$ cat src/rtl/irrigation_scheduler_if.sv
// Request/fault inputs and valve/pump/status outputs of the irrigation scheduler.
interface irrigation_scheduler_if;
    logic [1:0] req1;
    logic [1:0] req2;
    logic       lvl_fault;
    logic [1:0] valve1;
    logic [1:0] valve2;
    logic       pump_on;
    logic [1:0] grant;
    logic       busy;
    logic       done;
    logic       err;

    modport master (
        output req1, req2, lvl_fault,
        input  valve1, valve2, pump_on, grant, busy, done, err
    );

    modport slave (
        input  req1, req2, lvl_fault,
        output valve1, valve2, pump_on, grant, busy, done, err
    );
endinterface

$ cat src/rtl/irrigation_scheduler.sv
// Time-shares one pump between two irrigation zones: prime, bounded watering slot,
// settle gap, round-robin between zones, and a latched safe shutdown on level faults.
module irrigation_scheduler #(
    parameter int PRIME_CYCLES = 4,
    parameter int SLOT_CYCLES  = 16,
    parameter int GAP_CYCLES   = 2,
    parameter int CLEAR_CYCLES = 8
) (
    input  logic clk,
    input  logic reset,
    irrigation_scheduler_if.slave bus
);

    localparam int M1    = (PRIME_CYCLES > SLOT_CYCLES) ? PRIME_CYCLES : SLOT_CYCLES;
    localparam int M2    = (GAP_CYCLES > CLEAR_CYCLES) ? GAP_CYCLES : CLEAR_CYCLES;
    localparam int CNT_W = $clog2(((M1 > M2) ? M1 : M2) + 1);

    localparam logic [CNT_W-1:0] PRIME_END = CNT_W'(PRIME_CYCLES - 1);
    localparam logic [CNT_W-1:0] SLOT_WARN = CNT_W'(SLOT_CYCLES - 2);
    localparam logic [CNT_W-1:0] GAP_END   = CNT_W'(GAP_CYCLES - 1);
    localparam logic [CNT_W-1:0] CLEAR_END = CNT_W'(CLEAR_CYCLES - 1);

    typedef enum logic [2:0] {IDLE, PRIME, WATER, GAP, FAULT} state_t;

    state_t           state, state_n;
    logic [CNT_W-1:0] cnt, cnt_n;
    logic             sel, sel_n;     // 0 = zone 1, 1 = zone 2
    logic             last, last_n;   // zone served most recently
    logic [1:0]       mask, mask_n;
    logic             done_n;
    logic             win;
    logic             any_req;
    logic [1:0]       req_sel, req_win;

    always_comb begin
        any_req = (bus.req1 != 2'b00) || (bus.req2 != 2'b00);
        if ((bus.req1 != 2'b00) && (bus.req2 != 2'b00)) win = ~last;
        else if (bus.req2 != 2'b00)                      win = 1'b1;
        else                                             win = 1'b0;
        req_sel = sel ? bus.req2 : bus.req1;
        req_win = win ? bus.req2 : bus.req1;
    end

    // done is raised one edge ahead so the pulse lands on the final WATER cycle.
    always_comb begin
        state_n = state;
        cnt_n   = cnt + 1'b1;
        sel_n   = sel;
        last_n  = last;
        mask_n  = mask;
        done_n  = 1'b0;
        if (bus.lvl_fault) begin
            state_n = FAULT;
            cnt_n   = '0;
        end else begin
            case (state)
                IDLE: begin
                    cnt_n = '0;
                    if (any_req) begin
                        state_n = PRIME;
                        sel_n   = win;
                    end
                end
                PRIME: begin
                    if (cnt == PRIME_END) begin
                        state_n = WATER;
                        cnt_n   = '0;
                        mask_n  = req_sel;
                        last_n  = sel;
                    end
                end
                WATER: begin
                    if (bus.done) begin
                        state_n = GAP;
                        cnt_n   = '0;
                    end else if ((cnt == SLOT_WARN) || (req_sel == 2'b00)) begin
                        done_n = 1'b1;
                    end
                end
                GAP: begin
                    if (cnt == GAP_END) begin
                        cnt_n = '0;
                        if (any_req) begin
                            state_n = WATER;
                            sel_n   = win;
                            last_n  = win;
                            mask_n  = req_win;
                        end else begin
                            state_n = IDLE;
                        end
                    end
                end
                FAULT: begin
                    if (cnt == CLEAR_END) begin
                        state_n = IDLE;
                        cnt_n   = '0;
                    end
                end
                default: begin
                    state_n = IDLE;
                    cnt_n   = '0;
                end
            endcase
        end
    end

    always_ff @(posedge clk or posedge reset) begin
        if (reset) begin
            state       <= IDLE;
            cnt         <= '0;
            sel         <= 1'b0;
            last        <= 1'b1;
            mask        <= 2'b00;
            bus.valve1  <= 2'b00;
            bus.valve2  <= 2'b00;
            bus.pump_on <= 1'b0;
            bus.grant   <= 2'b00;
            bus.busy    <= 1'b0;
            bus.done    <= 1'b0;
            bus.err     <= 1'b0;
        end else begin
            state       <= state_n;
            cnt         <= cnt_n;
            sel         <= sel_n;
            last        <= last_n;
            mask        <= mask_n;
            bus.valve1  <= (state_n == WATER && !sel_n) ? mask_n : 2'b00;
            bus.valve2  <= (state_n == WATER &&  sel_n) ? mask_n : 2'b00;
            bus.pump_on <= (state_n == PRIME) || (state_n == WATER) || (state_n == GAP);
            bus.grant   <= ((state_n == PRIME) || (state_n == WATER)) ?
                           (sel_n ? 2'b10 : 2'b01) : 2'b00;
            bus.busy    <= (state_n != IDLE);
            bus.done    <= done_n;
            bus.err     <= (state_n == FAULT);
        end
    end

endmodule

$ cat src/flat_wrapper.sv
// flat-port wrapper written by rule: the top's interface ports become plain ports
module irrigation_scheduler_flat 
#(
    parameter int PRIME_CYCLES = 4,
    parameter int SLOT_CYCLES  = 16,
    parameter int GAP_CYCLES   = 2,
    parameter int CLEAR_CYCLES = 8
)
  (clk, reset, bus_req1, bus_req2, bus_lvl_fault, bus_valve1, bus_valve2, bus_pump_on, bus_grant, bus_busy, bus_done, bus_err);
  irrigation_scheduler_if bus_i ();
  input  logic clk;
  input  logic reset;
  input wire logic [$bits(bus_i.req1)-1:0] bus_req1;
  input wire logic [$bits(bus_i.req2)-1:0] bus_req2;
  input wire logic [$bits(bus_i.lvl_fault)-1:0] bus_lvl_fault;
  output wire logic [$bits(bus_i.valve1)-1:0] bus_valve1;
  output wire logic [$bits(bus_i.valve2)-1:0] bus_valve2;
  output wire logic [$bits(bus_i.pump_on)-1:0] bus_pump_on;
  output wire logic [$bits(bus_i.grant)-1:0] bus_grant;
  output wire logic [$bits(bus_i.busy)-1:0] bus_busy;
  output wire logic [$bits(bus_i.done)-1:0] bus_done;
  output wire logic [$bits(bus_i.err)-1:0] bus_err;
  assign bus_i.req1 = bus_req1;
  assign bus_i.req2 = bus_req2;
  assign bus_i.lvl_fault = bus_lvl_fault;
  assign bus_valve1 = bus_i.valve1;
  assign bus_valve2 = bus_i.valve2;
  assign bus_pump_on = bus_i.pump_on;
  assign bus_grant = bus_i.grant;
  assign bus_busy = bus_i.busy;
  assign bus_done = bus_i.done;
  assign bus_err = bus_i.err;
  irrigation_scheduler #(.PRIME_CYCLES(PRIME_CYCLES), .SLOT_CYCLES(SLOT_CYCLES), .GAP_CYCLES(GAP_CYCLES), .CLEAR_CYCLES(CLEAR_CYCLES)) u_core (.clk(clk), .reset(reset), .bus(bus_i));
endmodule
$ cat config.mk
export PLATFORM = sky130hd
export DESIGN_NAME = irrigation_scheduler_flat
export DESIGN_NICKNAME = d
export VERILOG_FILES = /design/src/rtl/irrigation_scheduler_if.sv /design/src/rtl/irrigation_scheduler.sv /design/src/flat_wrapper.sv
export SDC_FILE = /design/constraint.sdc
export NUM_CORES = 1
export LEC_CHECK = 0
export ABC_CLOCK_PERIOD_IN_PS = 1800
export BUFFER_PORTS_ARGS = -buffer_cell sky130_fd_sc_hd__buf_4
export CORE_MARGIN = 5
export CORE_UTILIZATION = 45
export DETAILED_ROUTE_END_ITERATION = 7
export PLACE_DENSITY = 0.77
export REMOVE_ABC_BUFFERS = 1
export SLEW_MARGIN = 20
export SYNTH_ARGS = -nofsm -noshare
export SYNTH_HDL_FRONTEND = slang
export SYNTH_SLANG_ARGS = --single-unit
$ cat constraint.sdc
create_clock -name clk -period 1.8 [get_ports clk]
set_input_delay 0 -clock clk [delete_from_list [all_inputs] [get_ports clk]]
set_output_delay 0 -clock clk [all_outputs]
set_load 0.05 [all_outputs]
# Word level (Yosys, flattened, before mapping)
# Index checks and enable logic that the tools add are counted.
[totals] ff_bits=22 latchBits=0 ramBits=0 rom_bits=0 input_bits=7 output_inout_bits=10 mem_count=0
[op_classes] n_addsub=1 multipliers=0 n_div=0 order_cmp=0 eq_ne=15 n_shift=0 n_mux=39 n_bitwise=2 n_reduce_logical=15
[ops] operator="$mux W5" n=5
[ops] operator="$mux W2" n=11
[ops] operator="$pmux W5 S4" n=1
[ops] operator="$mux W3" n=6
[ops] operator="$pmux W3 S5" n=1
[ops] operator="$eq A3 B2 Y1 const B" n=4
[ops] operator="$mux W1" n=12
[ops] operator="$eq A3 B1 Y1 const B" n=2
[ops] operator="$eq A3 B3 Y1 const B" n=2
[ops] operator="$ne A2 B1 Y1 const B" n=3
[ops] operator="$reduce_bool A2 Y1" n=3
[ops] operator="$add A5 B1 Y5 const B" n=1
[ops] operator="$eq A5 B1 Y1 const B" n=1
[ops] operator="$eq A5 B2 Y1 const B" n=1
[ops] operator="$eq A5 B3 Y1 const B" n=1
[ops] operator="$eq A5 B4 Y1 const B" n=1
[ops] operator="$reduce_and A5 Y1" n=1
[ops] operator="$logic_or A1 B1 Y1" n=4
[ops] operator="$pmux W1 S2" n=2
[ops] operator="$pmux W2 S2" n=1
[ops] operator="$logic_and A1 B1 Y1" n=3
[ops] operator="$logic_not A3 Y1" n=1
[ops] operator="$reduce_bool A3 Y1" n=1
[ops] operator="$logic_not A2 Y1" n=1
[ops] operator="other kinds (2)" n=3

# Longest topological paths before layout
# Gate-level depths: netlist (run 1).
[depth] depth_word=10 depth_mapped=7 mapped_depth_nobuf=7

# Worst setup path after synthesis (run 1)
# OpenSTA, ideal clock, no wires.
[synth_timing] path_type="register to register" from="register u_core.cnt[0]" to="register u_core.bus.valve1[0]" arrival_time_ps=1558 setup_slack_ps=112 stages_incl_launch_ff=7 path_buffers=0 synth_period_minus_slack_ps=1688 path_cell_list="dfrtp_1 -> ha_1 -> nor4b_4 -> nand2b_1 -> o21a_2 -> a211oi_2 -> nor3_1"
[synth_via] elab_chain_cells=7
[synth_rtl] item="start, declared" line="irrigation_scheduler.sv:26" text="logic [CNT_W-1:0] cnt, cnt_n;"
[synth_rtl] item="start signal, assigned" line="irrigation_scheduler.sv:123" text="cnt <= cnt_n;"
[synth_rtl] item="$eq A5 B3 Y1, or another cell as far along" line="irrigation_scheduler.sv:94" text="if (cnt == CLEAR_END) begin"
[synth_rtl] item="$mux W3, or another cell as far along" line="irrigation_scheduler.sv:94"
[synth_rtl] item="$pmux W3 S5 or $pmux W1 S2 (tied branches)" line="irrigation_scheduler.sv:56" text="case (state)"
[synth_rtl] item="$mux W3 or $mux W1 (tied branches)" line="irrigation_scheduler.sv:52" text="if (bus.lvl_fault) begin"
[synth_rtl] item="$eq A3 B2 Y1 or $logic_not A1 Y1 (tied branches)" line="irrigation_scheduler.sv:127" text="bus.valve1 <= (state_n == WATER && !sel_n) ? mask_n : 2'b00;"
[synth_rtl] item="$logic_and A1 B1 Y1" line="irrigation_scheduler.sv:127"
[synth_rtl] item="$mux W2 *" line="irrigation_scheduler.sv:127"
[synth_rtl] item="end signal, assigned" line="irrigation_scheduler.sv:127"
[synth_rtl] item="end, declared" line="irrigation_scheduler_if.sv:21" text="output valve1, valve2, pump_on, grant, busy, done, err"
# Every way passes the cells marked *; elsewhere a longest branch is shown, timed or not.
# A chain may end at the register's enable or synchronous reset.

# Worst setup path after layout (run 1)
[layout_timing] from="register u_core.cnt[1]" to="register u_core.bus.busy"
[layout_via] elab_chain_cells=5
[layout_rtl] item="$eq A5 B3 Y1, or another cell as far along" line="irrigation_scheduler.sv:94"
[layout_rtl] item="$mux W3 (on tied branches)" line="irrigation_scheduler.sv:94, irrigation_scheduler.sv:81, irrigation_scheduler.sv:65"
[layout_rtl] item="$pmux W3 S5 *" line="irrigation_scheduler.sv:56"
[layout_rtl] item="$mux W3 *" line="irrigation_scheduler.sv:52"
[layout_rtl] item="$reduce_bool A3 Y1 *" line="irrigation_scheduler.sv:132" text="bus.busy <= (state_n != IDLE);"
[layout_rtl] item="end signal, assigned" line="irrigation_scheduler.sv:132"
[layout_rtl] item="end, declared" line="irrigation_scheduler_if.sv:21"
# Marked as above.

==> results.py, run 1 <==
metrics = {
    "detailed_routing": {
        "vias_per_cell": 5.583,
        "drc": 0,
        "antenna_left": 0,
        "first_pass_iters": 5,
        "vias": 1005,
        "drt_iter0_markers": 66,
        "wirelength_um": 2704,
        "wl_per_cell_um": 15.02,
    },
    "clock_tree": {
        "cts-buffers-inserted": 3,
        "clk_latency_ns": 0.32,
        "htreeDepth": 1,
        "cts_root_buf": "clkbuf_4",
        "clk_path_buf_depth": 2,
        "cts_sinks": 22,
        "cts_tree": "yes",
        "cts.clk_slew.worst_paths_ns": 0.11,
    },
    "finish": {
        "instances_no_fill": 180,
        "multi_input_area_sq_um": 739.5,
        "finalCoreUtilization_pct": 59.37,
        "antenna_cells": 0,
        "fill_cells": 210,
        "nets": 160,
        "final_area_sq_um": 1609,
        "register_area_sq_um": 553.0,
        "drive_above_1_share_pct": 39.60,
        "syn_to_final_growth_pct": 27.58,
    },
    "sta": {
        "finalSetupViolCount": 7,
        "relSlewSlack_pct": 47.04,
        "period_minus_slack_ns": 1.831,
        "rsz0062_at_grt": "true",
        "hold_viol_final": 0,
        "slew_viol_final": 0,
        "fin_skew_ns": 0.01454,
        "max_freq_ghz": 0.5462,
        "timing.hold.ws_ns": 0.1312,
        "worst_pin_slew_ns": 0.7936,
        "layout_setup_ws_ns": -0.03093,
        "fin_crit_sh_pct": 101.7,
    },
    "power_and_ir_drop": {
        "p_leak_nw": 0.6760,
        "clkPwrFrac_pct": 27.8,
        "p_sw_mw": 0.2904,
        "max-vdd-ir-drop_uv": 472.6,
        "total_power_mw": 1.013,
        "swShare_pct": 28.65,
        "sequentialPowerShare_pct": 53.8,
        "pwr-share-comb_pct": 18.5,
        "p_int_mw": 0.7230,
        "p_per_area_nw_per_um2": 629.8,
    },
    "die": {
        "die-width_um": 62.94,
        "initial_core_util_pct": 46.54,
        "std_cell_rows": 19,
        "ioPinCount": 17,
        "die_h_um": 62.94,
        "dieArea_sq_um": 3961,
        "core_area_sq_um": 2710,
    },
    "run_status": {
        "status": "finished with violations",
        "violations": "setup timing",
    },
    "grt": {
        "grt_use_total_pct": 13.50,
        "grt.overflow.total": 0,
        "grt_max_degree": 23,
        "antenna_found_initial": 0,
        "grt_pass1_vias": 936,
        "grt_first_pass_wirelength_um": 4278,
    },
    "worst_setup_path": {
        "required_ns": 1.99,
        "crit_fanout": 4,
        "start_kind": "register",
        "arrival_ns": 2.02,
        "path_class": "reg2reg",
        "crit_path_end_kind": "register",
    },
    "synthesis": {
        "avgSynthCellArea_sq_um": 10.34,
        "synth_top_area_share_pct": 41.67,
        "synth_cells": 122,
        "async_flop_share_pct": 100.0,
        "yosys.area.top_type": "dfrtp_1",
        "ys_ff_latch": 22,
        "yosysUniqueCellTypes": 44,
        "yosys_warnings": 0,
        "synth_area_sq_um": 1261,
        "synthFlopType": "dfrtp_1",
        "yosysSeqAreaShare_pct": 43.75,
        "synth_most_common_cell": "dfrtp_1",
        "synth-edff-count": 0,
        "synth_area_leaders": "dfrtp_1 (42%), nor4b_4 (3.8%), a211oi_2 (3.0%)",
        "ys_top_cells_by_count": "dfrtp_1 (21), nor2_1 (10), nand2_1 (8)",
    },
    "run": {
        "drv_cap": 0,
    },
    "placed_design": {
        "post-place-cells": 171,
        "dpl_cell_area_sq_um": 1440,
        "io_buffers": 16,
        "dp_hpwl_um": 1864,
        "gp_congestion": 0.9261,
    },
    "min_path": {
        "hold_path.class": "in2reg",
    },
}
-- state kept, by name, summed over array words and instances (netlist names), 2 cells and up --
register,flops
u_core.state,3
u_core.bus.valve1,2
u_core.cnt,5
u_core.bus.grant,2
u_core.bus.valve2,2
u_core.mask,2
-- critical path, cell delays in order (launching register included) --
cell and delay [ns]:
dfrtp_1 0.43, inv_1 0.07, ha_1 0.13, nor4b_4 0.24, buf_4 0.18, o21ai_2 0.08, nor3_4 0.29, nor2b_2 0.22
o21bai_1 0.07
-- logic make-up (layout without fill, tap and decap cells) --
family	count (synthesis)	count (layout)	synth area share, %
AO/OA/AOI/OAI	27	27	15.18
XOR/XNOR	4	4	2.778
adder cells (fa/ha/maj)	3	3	2.977
buffers and inverters	12	39	4.663
flip-flops	22	22	43.75
multiplexers	3	3	2.480
AND/OR/NAND/NOR	51	51	28.18
-- per-stage QoR --
step / TNS (ns) / setup WS, ns
after floorplan: 0 / 0.1120
after global placement: 0 / 0.03569
after detailed placement: -0.06773 / -0.03828
after CTS: -0.009175 / -0.009175
after global routing: -1.566 / -0.1832
final: -0.08201 / -0.03093
-- per-layer routing --
layer	vias up	global-route usage, %	routed length [um]
met1	471	17.42	1186
met5	-	0	0
met4	0	6.631	82
li1	489	-	-
met3	14	3.417	131
met2	31	20.77	1304
-- cell usage in the layout (no fill, tap or decap), types with 2 or more instances in the layout --
cell type and instances:
mux2i_1 2, clkbuf_4 3, xor2_1 2, xnor2_1 2, nor2b_1 2, nand2_1 8, nor2_1 10, nor4b_4 2
nand3_1 2, nand4b_1 2, a211oi_4 2, nor3_2 4, a21oi_1 6, buf_4 26, nor3b_2 2, nor3_1 3
nor3b_1 3, dlygate4sd3_1 2, dfrtp_1 20, o21ai_0 7, ha_1 2, inv_1 7, o21ai_2 2
-- cell type report --
| class | instances | area share, % |
|---|---|---|
| Sequential cell | 22 | 34.37 |
| Inverter | 7 | 1.633 |
| Multi-Input combinational cell | 88 | 45.96 |
| Tap cell | 31 | 2.411 |
| Timing Repair Buffer | 28 | 13.37 |
| Clock buffer | 4 | 2.255 |
-- timing repair --
| item | 4_1_cts | 5_1_grt |
|---|---|---|
| endpoints found under the setup margin | 5 | 13 |
| buffers inserted | 0 | 3 |
| endpoints found under the hold margin | 24 | 0 |
| pin swaps | 3 | 8 |
| gates resized for setup | 3 | 14 |
| hold buffers | 2 | 0 |
-- power by group through the flow --
| stage | logic (mW) | clock network, mW | registers [mW] |
|---|---|---|---|
| floorplan | 0.105 | 0 | 0.553 |
| global placement | 0.162 | 0 | 0.551 |
| detailed placement | 0.164 | 0 | 0.553 |
| CTS | 0.170 | 0.287 | 0.544 |
| global route | 0.206 | 0.311 | 0.548 |
| finish | 0.187 | 0.281 | 0.545 |
-- final timing paths --
path,startpoint,endpoint,slack [ns],cells past startpoint
max in group asynchronous,reset,u_core.cnt[2],0.88,3
setup reg to reg,u_core.cnt[1],u_core.bus.busy,-0.03,8
hold / removal,bus_req1[0],u_core.bus.done,0.13,4
hold reg to reg,u_core.mask[1],u_core.mask[1],0.56,2
min in group asynchronous,reset,u_core.bus.valve1[1],0.37,3
setup / recovery,u_core.cnt[1],u_core.bus.busy,-0.03,8
(Power assumes the default switching activity.)
==> run 2: changes to the inputs <==
- GPL_TIMING_DRIVEN: not set -> 0
==> results.py, run 2 (synthesis results as in run 1) <==
metrics = {
    "finish": {
        "drive_above_1_share_pct": 34.72,
        "reg_top3": "u_core.cnt: 5 flops, u_core.state: 3 flops",
        "largest_reg_flops": 5,
        "antenna_cells": 0,
        "mostFrequentLayoutCell": "buf_4",
        "nets": 155,
        "finalCoreUtilization_pct": 56.93,
        "multi_input_area_sq_um": 709.4,
        "top_register": "u_core.cnt",
        "fill_cells": 242,
        "syn_to_final_growth_pct": 22.32,
        "final_cell_mix": "buf_4 (21), dfrtp_1 (19), nor2_1 (9), nand2_1 (8)",
        "register_area_sq_um": 554.3,
    },
    "sta": {
        "rsz0062_at_grt": "true",
        "worst_pin_slew_ns": 0.8228,
        "period_minus_slack_ns": 1.835,
        "tns_ns": -0.1413,
        "layout_setup_ws_ns": -0.03548,
        "relSlewSlack_pct": 45.08,
        "max_freq_ghz": 0.5448,
        "fin_crit_sh_pct": 102.0,
        "fin_skew_ns": 0.005665,
        "slew_viol_final": 0,
        "finalSetupViolCount": 6,
        "hold_viol_final": 0,
    },
    "clock_tree": {
        "cts_sinks": 22,
        "clk_latency_ns": 0.32,
        "clk_path_buf_depth": 2,
        "cts.clk_slew.worst_paths_ns": 0.12,
        "cts_tree": "yes",
        "htreeDepth": 1,
        "cts_root_buf": "clkbuf_4",
        "cts-buffers-inserted": 3,
    },
    "worst_setup_path": {
        "critPathMaxStageDelay_ns": 0.55,
        "path_cells": "or4bb_1, o21ai_1, nor3_4, xor2_1, nor3b_1",
        "arrival_ns": 2.07,
        "start_kind": "register",
        "path_class": "reg2reg",
        "required_ns": 2.03,
        "crit_path_end_kind": "register",
        "critPathBufInv": 0,
        "crit_fanout": 13,
        "crit_family": "simple AND/OR/NAND/NOR gates",
        "slowest_stage": "or4bb_1",
    },
    "power_and_ir_drop": {
        "pwr-share-comb_pct": 17.1,
        "clkPwrFrac_pct": 27.8,
        "max-vdd-ir-drop_uv": 453.2,
        "p_per_area_nw_per_um2": 644.9,
        "total_power_mw": 0.9950,
        "p_int_mw": 0.7175,
        "p_sw_mw": 0.2774,
        "sequentialPowerShare_pct": 55.1,
        "swShare_pct": 27.88,
        "p_leak_nw": 0.6447,
    },
    "detailed_routing": {
        "wl_per_cell_um": 14.19,
        "vias_per_cell": 5.583,
        "antenna_left": 0,
        "drt_iter0_markers": 19,
        "first_pass_iters": 4,
        "vias": 977,
        "wirelength_um": 2483,
        "drc": 0,
    },
    "grt": {
        "grt_first_pass_wirelength_um": 4284,
        "grt_max_degree": 23,
        "grt_use_total_pct": 13.49,
        "antenna_found_initial": 0,
        "grt.overflow.total": 0,
        "grt_pass1_vias": 979,
    },
    "placed_design": {
        "dp_hpwl_um": 1732,
        "gp_congestion": 0.8428,
        "post-place-ws_ns": -0.09759,
        "io_buffers": 16,
    },
    "die": {
        "initial_core_util_pct": 46.54,
        "die_h_um": 62.94,
        "die-width_um": 62.94,
        "dieArea_sq_um": 3961,
        "ioPinCount": 17,
        "std_cell_rows": 19,
        "core_area_sq_um": 2710,
    },
    "min_path": {
        "hold_path.class": "in2reg",
    },
    "run_status": {
        "status": "finished with violations",
        "violations": "setup timing",
    },
    "run": {
        "drv_cap": 0,
    },
}
run 2: power by group through the flow:
stage               combinational [mW]  sequential, mW  clock (mW)
finish                           0.170           0.548       0.277
global placement                 0.146           0.553           0
global route                     0.191           0.553       0.302
floorplan                        0.105           0.553           0
detailed placement               0.149           0.555           0
CTS                              0.161           0.546       0.285
run 2: repair_timing:
| action | 4_1_cts | 5_1_grt |
|---|---|---|
| hold buffers | 2 | 0 |
| endpoints found under the setup margin | 11 | 15 |
| pin swaps | 9 | 6 |
| endpoints found under the hold margin | 24 | 0 |
| gates resized for setup | 5 | 8 |
| buffers inserted | 1 | 4 |
run 2: cell type report:
type | count | share of cell area (%)
clock buffers | 4 | 2.352
well taps | 31 | 2.514
flip-flops and latches | 22 | 35.93
multi-input cells | 88 | 45.99
inverters | 7 | 1.703
repair buffers | 23 | 11.52
run 2: metrics by stage:
stage | area, sq um | instances | hold WS (ns)
after floorplan | 1229 | 117 | -0.01152
after global placement | 1388 | 164 | 0.1873
after detailed placement | 1388 | 164 | 0.1938
after CTS | 1473 | 171 | 0.09038
after global routing | 1543 | 175 | 0.1170
final | 1543 | 175 | 0.08153
run 2: tightest hold or removal path, stage by stage:
cell	delay (ns)
buf_4	0.12
nor3_1	0.05
a21oi_1	0.12
a21oi_1	0.08
run 2: path summary, 6_finish.rpt:
| check | endpoint | from | slack [ns] | cells after the start |
|---|---|---|---|---|
| worst min-delay path | u_core.bus.done | bus_req1[0] | 0.08 | 4 |
| worst max-delay path | u_core.bus.grant[1] | u_core.state[0] | -0.04 | 5 |
| worst min register to register | u_core.cnt[0] | u_core.cnt[0] | 0.49 | 1 |
| max in group asynchronous | u_core.cnt[3] | reset | 0.86 | 3 |
| worst max register to register | u_core.bus.grant[1] | u_core.state[0] | -0.04 | 5 |
| min in group asynchronous | u_core.bus.valve1[0] | reset | 0.38 | 3 |
run 2: metal layers:
metal / vias to the layer above / track usage (%) / share of wire (%)
met1: 467 / 14.71 / 42
met4: 0 / 9.284 / 3.4
met5: - / 0 / 0
li1: 479 / - / -
met3: 7 / 2.878 / 3.7
met2: 24 / 22.95 / 51
